==> src/rtl/jtframe_ram_arb_sel.sv <==
// rtl/jtframe_ram_arb_sel.sv - combinational grant selection for jtframe_ram_arb
module jtframe_ram_arb_sel #(
    parameter int PRIO_A = 0
) (
    input  logic a_req_i,
    input  logic b_req_i,
    input  logic last_b_i,
    output logic grant_b_o
);
    localparam logic ROUND_ROBIN = (PRIO_A == 0);

    // B wins alone, or on a conflict when round-robin is on and A went last
    assign grant_b_o = b_req_i & (~a_req_i | (ROUND_ROBIN & ~last_b_i));
endmodule

==> src/rtl/jtframe_ram_arb.sv <==
// rtl/jtframe_ram_arb.sv - two-port arbiter in front of one single-port synchronous RAM
module jtframe_ram_arb #(
    parameter int AW     = 10,
    parameter int DW     = 8,
    parameter int PRIO_A = 0
) (
    input  logic          clk,
    input  logic          rst,
    input  logic          cen,
    input  logic          a_req,
    input  logic          a_we,
    input  logic [AW-1:0] a_addr,
    input  logic [DW-1:0] a_din,
    output logic [DW-1:0] a_dout,
    output logic          a_ok,
    input  logic          b_req,
    input  logic          b_we,
    input  logic [AW-1:0] b_addr,
    input  logic [DW-1:0] b_din,
    output logic [DW-1:0] b_dout,
    output logic          b_ok,
    output logic [AW-1:0] ram_addr,
    output logic [DW-1:0] ram_data,
    output logic          ram_we,
    output logic          ram_cen,
    input  logic [DW-1:0] ram_q
);
    localparam logic [1:0] ST_IDLE   = 2'd0;
    localparam logic [1:0] ST_ACCESS = 2'd1;
    localparam logic [1:0] ST_DONE   = 2'd2;

    logic [1:0]    state_q, state_d;
    logic          last_b_q, last_b_d;
    logic          grant_b_q, grant_b_d;
    logic          sel_b;
    logic [AW-1:0] addr_q, addr_d;
    logic [DW-1:0] data_q, data_d;
    logic          we_q, we_d;
    logic          a_ok_q, a_ok_d, b_ok_q, b_ok_d;
    logic [DW-1:0] a_dout_q, a_dout_d, b_dout_q, b_dout_d;

    jtframe_ram_arb_sel #(.PRIO_A(PRIO_A)) u_sel (
        .a_req_i   (a_req),
        .b_req_i   (b_req),
        .last_b_i  (last_b_q),
        .grant_b_o (sel_b)
    );

    always_comb begin
        state_d   = state_q;
        last_b_d  = last_b_q;
        grant_b_d = grant_b_q;
        addr_d    = addr_q;
        data_d    = data_q;
        we_d      = we_q;
        a_ok_d    = 1'b0;
        b_ok_d    = 1'b0;
        // ok lasts one clk even if cen stalls DONE; dout keeps what was shown
        a_dout_d  = a_ok_q ? ram_q : a_dout_q;
        b_dout_d  = b_ok_q ? ram_q : b_dout_q;
        case (state_q)
            ST_IDLE: begin
                if (cen && (a_req || b_req)) begin
                    grant_b_d = sel_b;
                    last_b_d  = sel_b;
                    addr_d    = sel_b ? b_addr : a_addr;
                    data_d    = sel_b ? b_din  : a_din;
                    we_d      = sel_b ? b_we   : a_we;
                    state_d   = ST_ACCESS;
                end
            end
            ST_ACCESS: begin
                if (cen) begin
                    we_d    = 1'b0;
                    a_ok_d  = ~grant_b_q;
                    b_ok_d  = grant_b_q;
                    state_d = ST_DONE;
                end
            end
            ST_DONE: begin
                if (cen) state_d = ST_IDLE;
            end
            default: state_d = ST_IDLE;
        endcase
    end

    always_ff @(posedge clk or posedge rst) begin
        if (rst) begin
            state_q   <= ST_IDLE;
            last_b_q  <= 1'b1;
            grant_b_q <= 1'b0;
            addr_q    <= '0;
            data_q    <= '0;
            we_q      <= 1'b0;
            a_ok_q    <= 1'b0;
            b_ok_q    <= 1'b0;
            a_dout_q  <= '0;
            b_dout_q  <= '0;
        end else begin
            state_q   <= state_d;
            last_b_q  <= last_b_d;
            grant_b_q <= grant_b_d;
            addr_q    <= addr_d;
            data_q    <= data_d;
            we_q      <= we_d;
            a_ok_q    <= a_ok_d;
            b_ok_q    <= b_ok_d;
            a_dout_q  <= a_dout_d;
            b_dout_q  <= b_dout_d;
        end
    end

    // RAM q only becomes valid in DONE, so the ok cycle forwards it directly
    assign a_dout   = a_ok_q ? ram_q : a_dout_q;
    assign b_dout   = b_ok_q ? ram_q : b_dout_q;
    assign a_ok     = a_ok_q;
    assign b_ok     = b_ok_q;
    assign ram_addr = addr_q;
    assign ram_data = data_q;
    assign ram_we   = we_q;
    assign ram_cen  = (state_q == ST_ACCESS) & cen;
endmodule
==> config.mk <==
export PLATFORM = sky130hd
export DESIGN_NAME = jtframe_ram_arb
export DESIGN_NICKNAME = d
export VERILOG_FILES = /design/src/rtl/jtframe_ram_arb_sel.sv /design/src/rtl/jtframe_ram_arb.sv
export SDC_FILE = /design/constraint.sdc
export NUM_CORES = 1
export LEC_CHECK = 0
export CORE_MARGIN = 5
export CORE_UTILIZATION = 28
export CTS_CLUSTER_DIAMETER = 100
export DETAILED_ROUTE_END_ITERATION = 10
export PLACE_DENSITY = 0.66
export SYNTH_ARGS = -nofsm -noshare
export SYNTH_HDL_FRONTEND = slang
export SYNTH_HIERARCHICAL = 1
export SYNTH_SLANG_ARGS = --single-unit
export TNS_END_PERCENT = 5
==> constraint.sdc <==
create_clock -name clk -period 2.2 [get_ports clk]
set_clock_uncertainty 0.05 [all_clocks]
set_input_delay 0.55 -clock clk [delete_from_list [all_inputs] [get_ports clk]]
set_output_delay 0.55 -clock clk [all_outputs]
set_load 0.05 [all_outputs]
==> results of run 1 <==
## stage by stage
stage	setup slack [ns]	hold WS (ns)	instances	cell area, um^2
global placement	-0.01302	0.3906	283	2973
CTS	0.006464	0.3940	291	3088
floorplan	0.1643	0.3625	118	1803
detailed placement	-0.04316	0.3913	283	2973
finish	0.1176	0.3878	291	3090
global route	0.05942	0.4130	291	3090
## power breakdown
part | leakage (nW) | internal, W | switching, W
Clock | 0.0543 | 0.000339 | 0.000266
Combinational | 0.745 | 0.00143 | 0.00178
Sequential | 0.491 | 0.00112 | 0.000173
Total | 1.29 | 0.00289 | 0.00222
## sequential cells by signal, indices dropped and copies added, names as in the netlist
register,cells
ram_we,1
a_ok,1
b_ok,1
ram_data,8
grant_b_q,1
state_q,2
b_dout_q,8
ram_addr,10
last_b_q,1
a_dout_q,8
## cells in the mapped netlist, drive strengths merged
cell type / number / area (um^2)
a21boi: 1 / 11.26
a21oi: 1 / 5.000
a22o: 1 / 8.760
and3: 1 / 6.260
buf: 4 / 32.53
clkbuf: 2 / 7.510
dfrtp: 40 / 1001
dfstp: 1 / 26.28
inv: 2 / 7.510
mux2: 55 / 619.3
nand2: 1 / 3.750
nand2b: 2 / 12.51
nor2: 2 / 7.510
nor2b: 1 / 13.76
nor3b: 1 / 18.77
o21ai: 1 / 5.000
o31ai: 1 / 7.510
or3b: 1 / 8.760
## cells by family (layout without fill, tap and decap cells)
| family | count (synthesis) | in the layout | share of synthesized area (%) |
|---|---|---|---|
| compound gates | 5 | 5 | 2.082 |
| flops | 41 | 41 | 56.97 |
| simple gates | 9 | 9 | 3.956 |
| mux | 55 | 55 | 34.35 |
| buf+inv | 8 | 104 | 2.637 |
## cell usage in the layout (no fill, tap or decap), types with 2 or more instances in the layout
cell              n
buf_12           19
buf_4             7
mux2_2           54
nor2_1            2
clkbuf_8          5
nand2b_1          2
dfrtp_1          40
clkdlybuf4s50_1  67
## final cells by class
cell class / count / area share, %
timing repair buffer: 94 / 36.11
sequential: 41 / 33.24
multi-input combinational: 69 / 23.56
tap: 77 / 3.117
clock buffer: 5 / 2.227
clock inverter: 3 / 1.498
inverter: 2 / 0.2429
## metal layers
layer	up-vias	part of all wire, %	track usage (%)
met5	-	0	0
met3	4	6.2	3.506
met1	605	39	13.60
li1	610	-	-
met4	0	1.2	3.350
met2	48	53	20.00
## worst paths after layout
path,end,depth (start not counted),slack (ns)
worst max-delay path,ram_we,1,0.12
worst min-delay path,a_ok$_DFF_PP0_,1,0.39
worst max register to register,ram_addr[7]$_DFFE_PP0P_,4,0.66
worst min register to register,a_ok$_DFF_PP0_,1,0.39
max in group asynchronous,last_b_q$_DFFE_PP1P_,3,1.25
min in group asynchronous,b_dout_q[0]$_DFF_PP0_,3,0.55
==> reports/metrics.csv, run 1 <==
stage,metric,value,unit
detailed_routing,DR iter-0 viols,22,
global_routing,Global Route Usage Sum,11.50,%
detailed_routing,Routed WL,4482,um
sta,min Tclk post-route,2.082,ns
cts,setup bufs post-CTS,0,
power_and_ir_drop,Peak VDD IR,0.8725,mV
critical_path,critical path class,reg -> out,
cts,clk sink count,41,
sta,f_max,0.4802,GHz
cts,Clock transition at path regs,0.08,ns
cts,number of H-tree levels,2,
floorplanning,Initial Util,28.56,%
detailed_routing,# DRC,0,
sta,worst-margin pin slew,0.5391,ns
critical_path,startpoint type of the worst setup path,flip-flop,
sta,max-slew violations,0,
floorplanning,FP Rows,29,
floorplanning,total die area,8144,um^2
cts,Post-CTS Hold Buffers,0,
critical_path,CP max FO,2,
critical_path,CP required,1.60,ns
critical_path,"Largest stage delay, worst path",0.83,ns
floorplanning,io pins,89,
critical_path,Worst Setup End Kind,output port,
cells_and_area,Fillers,566,
cts,clk buf depth,2,
outcome,status,finished clean,
cells_and_area,ant diodes,0,
critical_path,"Buf+Inv Stages, Crit Path",1,
global_routing,GRT overflow,0,
global_routing,antenna violations before repair,0,
critical_path,CP Data Arrival Time,1.48,ns
cells_and_area,register area,1027,um^2
power_and_ir_drop,LEAKAGE,1.291,nW
yosys,"Avg Cell Area, Syn",15.28,um^2
sta,Fin. Hold Viols,0,
global_routing,largest net degree at the start of global routing,23,
job,Max-cap violations,0,
floorplanning,Die X,90.25,um
power_and_ir_drop,Power Total,0.005102,W
critical_path,Worst setup startpoint,ram_we$_DFFE_PP0P_,
yosys,synth warn,6,
floorplanning,Core Region,6314,um^2
detailed_routing,DR WL/cell,15.40,um
global_routing,first-pass GRT wire length,7576,um
critical_path,"CP delay by family, top",buffers and inverters,
yosys,mapped cell area,1803,um^2
critical_path,FF-to-FF Start,last_b_q$_DFFE_PP1P_,
sta,RSZ-0062 raised after global routing,no,
placed_design,detailed placement HPWL,3504,um
cts,Worst-Skew Late Latency,0.29,ns
yosys,Synth Instances,118,
sta,Slew Limit Headroom,63.95,%
hold_path,HP Class,reg -> reg,
hold_path,Hold Crit Start,grant_b_q$_DFFE_PP0P_,
yosys,#FFs+latches synth,41,
cts,Num CTS Buffers,5,
yosys,Syn Nets,169,
power_and_ir_drop,P per Cell Area,1651,nW/um^2
sta,number of setup violations in the final report,0,
cells_and_area,area of the multi-input gates,728.2,um^2
critical_path,CP Cell Sequence,clkdlybuf4s50_1,
yosys,post-synthesis sequential area ratio,56.97,%
detailed_routing,detailed-route vias per instance,4.354,
floorplanning,chip height,90.25,um
cells_and_area,post-layout util,48.95,%
placed_design,Port Buffers,88,
sta,setup TNS,0,ns
cells_and_area,area grow syn2layout,71.41,%
detailed_routing,DRT antenna net count,0,
global_routing,vias in the first global route,1397,
sta,fin crit share,94.65,%
yosys,Yosys cell types,20,
detailed_routing,Vias,1267,
detailed_routing,Pre-Repair DR Iteration Count,4,
critical_path,slowest CP cell,clkdlybuf4s50_1,
placed_design,GP Congestion,0.6672,
cells_and_area,fraction of layout cells with a size suffix above 1,43.93,%
cts,CTS root buffer,clkbuf_8,
cts,CTS tree,yes,
cells_and_area,# nets final,264,
cts,# resized after CTS,0,
Power figures use the tool's default switching activity.
==> run 2: changes to the inputs <==
- DONT_BUFFER_PORTS: unset -> 1
- PLACE_DENSITY: 0.66 -> 0.48
- SETUP_SLACK_MARGIN: unset -> 0.5
==> reports/metrics.csv, run 2 (synthesis gave the netlist of run 1 again) <==
stage,metric,value,unit
cells_and_area,# nets final,177,
global_routing,first-pass GRT wire length,5975,um
placed_design,detailed placement HPWL,2937,um
sta,setup TNS,0,ns
global_routing,Global Route Usage Sum,9.178,%
sta,worst-margin pin slew,0.8567,ns
cells_and_area,post-layout util,33.19,%
critical_path,FF-to-FF Start,state_q[1]$_DFFE_PP0P_,
critical_path,startpoint type of the worst setup path,flip-flop,
cts,number of H-tree levels,2,
placed_design,Place WS,0.4062,ns
detailed_routing,# DRC,0,
sta,RSZ-0062 raised after global routing,yes,
cts,clk sink count,41,
placed_design,GP Congestion,0.7074,
detailed_routing,Routed WL,3818,um
detailed_routing,met2 WL post-DR,2015,um
sta,min Tclk post-route,1.844,ns
detailed_routing,met3 WL,269,um
cells_and_area,fraction of layout cells with a size suffix above 1,60.63,%
sta,number of setup violations in the final report,0,
critical_path,CP max FO,9,
sta,f_max,0.5423,GHz
detailed_routing,Vias,995,
critical_path,CP required,1.60,ns
job,Max-cap violations,0,
critical_path,critical path class,reg -> out,
critical_path,Worst setup startpoint,a_ok$_DFF_PP0_,
cts,Worst-Skew Late Latency,0.28,ns
cells_and_area,Fillers,629,
critical_path,CP Data Arrival Time,1.24,ns
floorplanning,Initial Util,28.56,%
detailed_routing,met1 WL,1507,um
floorplanning,Core Region,6314,um^2
sta,final worst slack,0.3559,ns
cts,Num CTS Buffers,5,
cts,Clock transition at path regs,0.08,ns
cts,CTS tree,yes,
floorplanning,total die area,8144,um^2
detailed_routing,DR WL/cell,18.72,um
global_routing,vias in the first global route,1106,
sta,Slew Limit Headroom,42.81,%
placed_design,Port Buffers,0,
sta,max-slew violations,0,
critical_path,Worst Setup End Kind,output port,
hold_path,HP Class,in -> async,
global_routing,antenna violations before repair,0,
detailed_routing,Pre-Repair DR Iteration Count,3,
cts,Post-CTS Hold Buffers,0,
global_routing,largest net degree at the start of global routing,42,
detailed_routing,DR iter-0 viols,25,
cells_and_area,most frequent cells in the layout,"mux2_2 (38), dfrtp_1 (38), mux2_4 (16)",
floorplanning,chip height,90.25,um
cells_and_area,ant diodes,0,
sta,Fin. Hold Viols,0,
cts,CTS root buffer,clkbuf_8,
critical_path,"Largest stage delay, worst path",0.42,ns
critical_path,CP Cell Sequence,buf_12 > mux2_4,
detailed_routing,detailed-route vias per instance,4.877,
critical_path,slowest CP cell,dfrtp_2,
global_routing,GRT overflow,0,
cells_and_area,max FFs per register,10,
floorplanning,io pins,89,
cells_and_area,area grow syn2layout,16.24,%
sta,fin crit share,83.82,%
outcome,status,finished clean,
floorplanning,Die X,90.25,um
detailed_routing,DRT antenna net count,0,
cts,clk buf depth,2,
detailed_routing,top sig layer,met4,
floorplanning,FP Rows,29,
## run 2: final cells by class
class	count	area (um^2)	share of cell area (%)
Timing Repair Buffer	7	77.57	3.701
Multi-Input combinational cell	69	790.8	37.73
Clock buffer	8	90.09	4.299
Sequential cell	41	1030	49.13
Tap cell	77	96.34	4.597
Inverter	2	11.26	0.5373
## run 2: worst max-delay path: cells and delay by family, from the launching register on
kind / cells / cell delay, ns
mux: 1 / 0.39
flops: 1 / 0.42
buf+inv: 1 / 0.15
## run 2: timing repair
action	CTS	global route
endpoints found under the setup margin	19	35
gates resized for setup	2	0
buffers inserted	2	0
gates cloned	0	0
## run 2: stage by stage
stage	hold slack (ns)	area (um^2)	cells
floorplan	0.3589	1888	118
global placement	0.3971	1959	194
detailed placement	0.3989	1959	194
CTS	0.3066	2096	204
global route	0.3139	2096	204
finish	0.2603	2096	204
## run 2: worst paths after layout
check | endpoint | slack, ns | cells after the start
worst min-delay path | a_dout_q[6]$_DFF_PP0_ | 0.26 | 1
max in group asynchronous | b_ok$_DFF_PP0_ | 1.23 | 1
worst max register to register | ram_data[6]$_DFFE_PP0P_ | 0.58 | 4
worst max-delay path | a_dout[3] | 0.36 | 2
worst min register to register | a_ok$_DFF_PP0_ | 0.40 | 1
min in group clk | state_q[1]$_DFFE_PP0P_ | 0.32 | 1
## run 2: per-layer routing
metal	vias up	track usage, %
met1	507	10.11
met2	52	16.10
met5	-	0
met4	0	3.722
li1	434	-
met3	2	3.088
Power of run 2 is left out: the tool's default activity adds up to more than one toggle a clock period on the data nets, which glitch-free logic cannot reach.
==> run 3: changes to the inputs <==
- PLACE_DENSITY: 0.48 -> 0.5
- clock period: 2.2 -> 1.6 ns (I/O delays scaled with it)
==> reports/metrics.csv, run 3 (synthesis gave the netlist of run 1 again) <==
stage,metric,value,unit
outcome,status,finished with violations,
outcome,violated checks,"hold timing, setup timing",
critical_path,CP required,1.15,ns
detailed_routing,# DRC,0,
sta,hold slack,-0.08143,ns
critical_path,Worst setup startpoint,b_ok$_DFF_PP0_,
sta,setup TNS,-1.574,ns
cts,number of H-tree levels,2,
critical_path,CP Cell Sequence,buf_12 > mux2_4,
power_and_ir_drop,Peak VDD IR,0.9413,mV
placed_design,Area after DPL,2017,um^2
power_and_ir_drop,Net Sw Power,0.002894,W
cts,Worst-Skew Late Latency,0.29,ns
floorplanning,Initial Util,28.56,%
floorplanning,total die area,8144,um^2
detailed_routing,top sig layer,met4,
placed_design,Placed Cells,195,
cells_and_area,post-route cell area,2346,um^2
detailed_routing,met3 WL,444,um
cells_and_area,area grow syn2layout,30.12,%
detailed_routing,detailed-route vias per instance,4.844,
hold_path,HP Class,in -> async,
detailed_routing,met1 WL,1581,um
critical_path,R2R Path End,ram_addr[4]$_DFFE_PP0P_,
detailed_routing,DRT antenna net count,0,
global_routing,vias in the first global route,1199,
cells_and_area,"most common cell after layout, fill and taps aside",mux2_4,
job,Max-cap violations,0,
floorplanning,Die X,90.25,um
detailed_routing,DR iter-0 viols,20,
cts,clk buf depth,2,
critical_path,FF-to-FF Start,state_q[1]$_DFFE_PP0P_,
placed_design,detailed placement HPWL,2921,um
cells_and_area,fraction of layout cells with a size suffix above 1,78.13,%
global_routing,largest net degree at the start of global routing,29,
power_and_ir_drop,LEAKAGE,1.046,nW
detailed_routing,DR WL/cell,20.22,um
sta,RSZ-0062 raised after global routing,yes,
cts,clk sink count,41,
floorplanning,Core Region,6314,um^2
critical_path,slowest CP cell,dfrtp_2,
critical_path,critical path class,reg -> out,
critical_path,Worst Setup End Kind,output port,
power_and_ir_drop,Int Pwr,0.003055,W
cells_and_area,most frequent cells in the layout,"mux2_4 (55), dfrtp_2 (22), dfrtp_1 (18)",
critical_path,startpoint type of the worst setup path,flip-flop,
critical_path,crit path to,b_dout[0],
detailed_routing,Routed WL,4146,um
cells_and_area,ant diodes,0,
cells_and_area,max FFs per register,10,
sta,min Tclk post-route,1.702,ns
cts,CTS tree,yes,
sta,final worst slack,-0.1022,ns
sta,Fin. Hold Viols,13,
detailed_routing,Vias,993,
floorplanning,chip height,90.25,um
placed_design,GP Congestion,0.6764,
placed_design,Place WS,0.01771,ns
power_and_ir_drop,Clk pwr share,13.9,%
floorplanning,io pins,89,
global_routing,antenna violations before repair,0,
power_and_ir_drop,Comb pwr share,39.3,%
detailed_routing,met2 WL post-DR,2068,um
power_and_ir_drop,sequential share of power,46.8,%
global_routing,first-pass GRT wire length,6810,um
cells_and_area,Fillers,598,
cells_and_area,# nets final,178,
critical_path,Worst R2R Path Depth,4,
sta,number of setup violations in the final report,17,
sta,Slew Limit Headroom,62.74,%
global_routing,GRT overflow,0,
global_routing,Global Route Usage Sum,10.28,%
sta,worst-margin pin slew,0.5555,ns
sta,max-slew violations,0,
critical_path,CP Data Arrival Time,1.25,ns
cts,Clock transition at path regs,0.08,ns
floorplanning,FP Rows,29,
cts,Num CTS Buffers,5,
critical_path,flop2flop setup slack,0.06,ns
sta,f_max,0.5875,GHz
detailed_routing,Pre-Repair DR Iteration Count,4,
power_and_ir_drop,Sw Share,48.65,%
power_and_ir_drop,P per Cell Area,2536,nW/um^2
placed_design,Port Buffers,0,
sta,fin crit share,106.4,%
cts,CTS root buffer,clkbuf_8,
critical_path,"Largest stage delay, worst path",0.42,ns
critical_path,CP max FO,9,
cells_and_area,Final Instance Count excl. Fillers,205,
-- run 3: changes by cell type in the layout (fill, tap and decap cells not counted), sizes merged --
cell    delta
clkbuf     -3
clkinv     +2
buf        +1
bufinv     +1
-- run 3: final cells by class --
type / count / area (um^2) / share of cell area [%]
Clock inverter: 3 / 46.29 / 1.973
Tap cell: 77 / 96.34 / 4.107
Timing Repair Buffer: 8 / 135.1 / 5.760
Multi-Input combinational cell: 69 / 937.1 / 39.95
Sequential cell: 41 / 1055 / 44.96
Clock buffer: 5 / 68.82 / 2.933
Inverter: 2 / 7.507 / 0.3200
-- run 3: timing repair --
item / 4_1_cts / 5_1_grt
cloned: 0 / 0
gates resized for setup: 61 / 0
endpoints found under the hold margin: 13 / 13
setup buffers: 2 / 0
pin swaps: 2 / 2
setup endpoints to repair: 76 / 76
-- run 3: critical path, delay by kind of cell (launching register included) --
kind                   cells  cell delay [ns]
flip-flops                 1             0.42
multiplexers               1             0.39
buffers and inverters      1             0.15
-- run 3: worst min path at each step --
stage                                    to  slack, ns  cells past startpoint
floorplan                    a_ok$_DFF_PP0_       0.36                      1
global placement    ram_addr[4]$_DFFE_PP0P_       0.23                      1
detailed placement  ram_addr[0]$_DFFE_PP0P_       0.24                      1
CTS                 ram_addr[0]$_DFFE_PP0P_      -0.09                      1
global route        ram_addr[0]$_DFFE_PP0P_      -0.07                      1
finish              ram_addr[8]$_DFFE_PP0P_      -0.08                      1
-- run 3: layer usage --
layer  GRT usage [%]  up-vias
met3           5.259        6
met1           11.52      503
met4           3.474        0
li1                -      429
met5               0        -
met2           16.83       55
-- run 3: stage by stage --
| step | total power [W] | hold slack, ns | util [%] |
|---|---|---|---|
| finish | 0.005949 | -0.08143 | 37.16 |
| global route | 0.006185 | -0.07057 | 37.16 |
| global placement | 0.004747 | 0.2322 | 31.95 |
| CTS | 0.006026 | -0.08795 | 37.16 |
| floorplan | 0.004496 | 0.3589 | - |
| detailed placement | 0.004801 | 0.2394 | 31.95 |
-- run 3: power groups by stage --
stage | sequential (W) | clock [W] | combinational, W
finish | 0.00278 | 0.000829 | 0.00234
global route | 0.00284 | 0.000912 | 0.00243
CTS | 0.00279 | 0.000873 | 0.00237
detailed placement | 0.00276 | 0 | 0.00204
global placement | 0.00275 | 0 | 0.00200
floorplan | 0.00265 | 0 | 0.00185
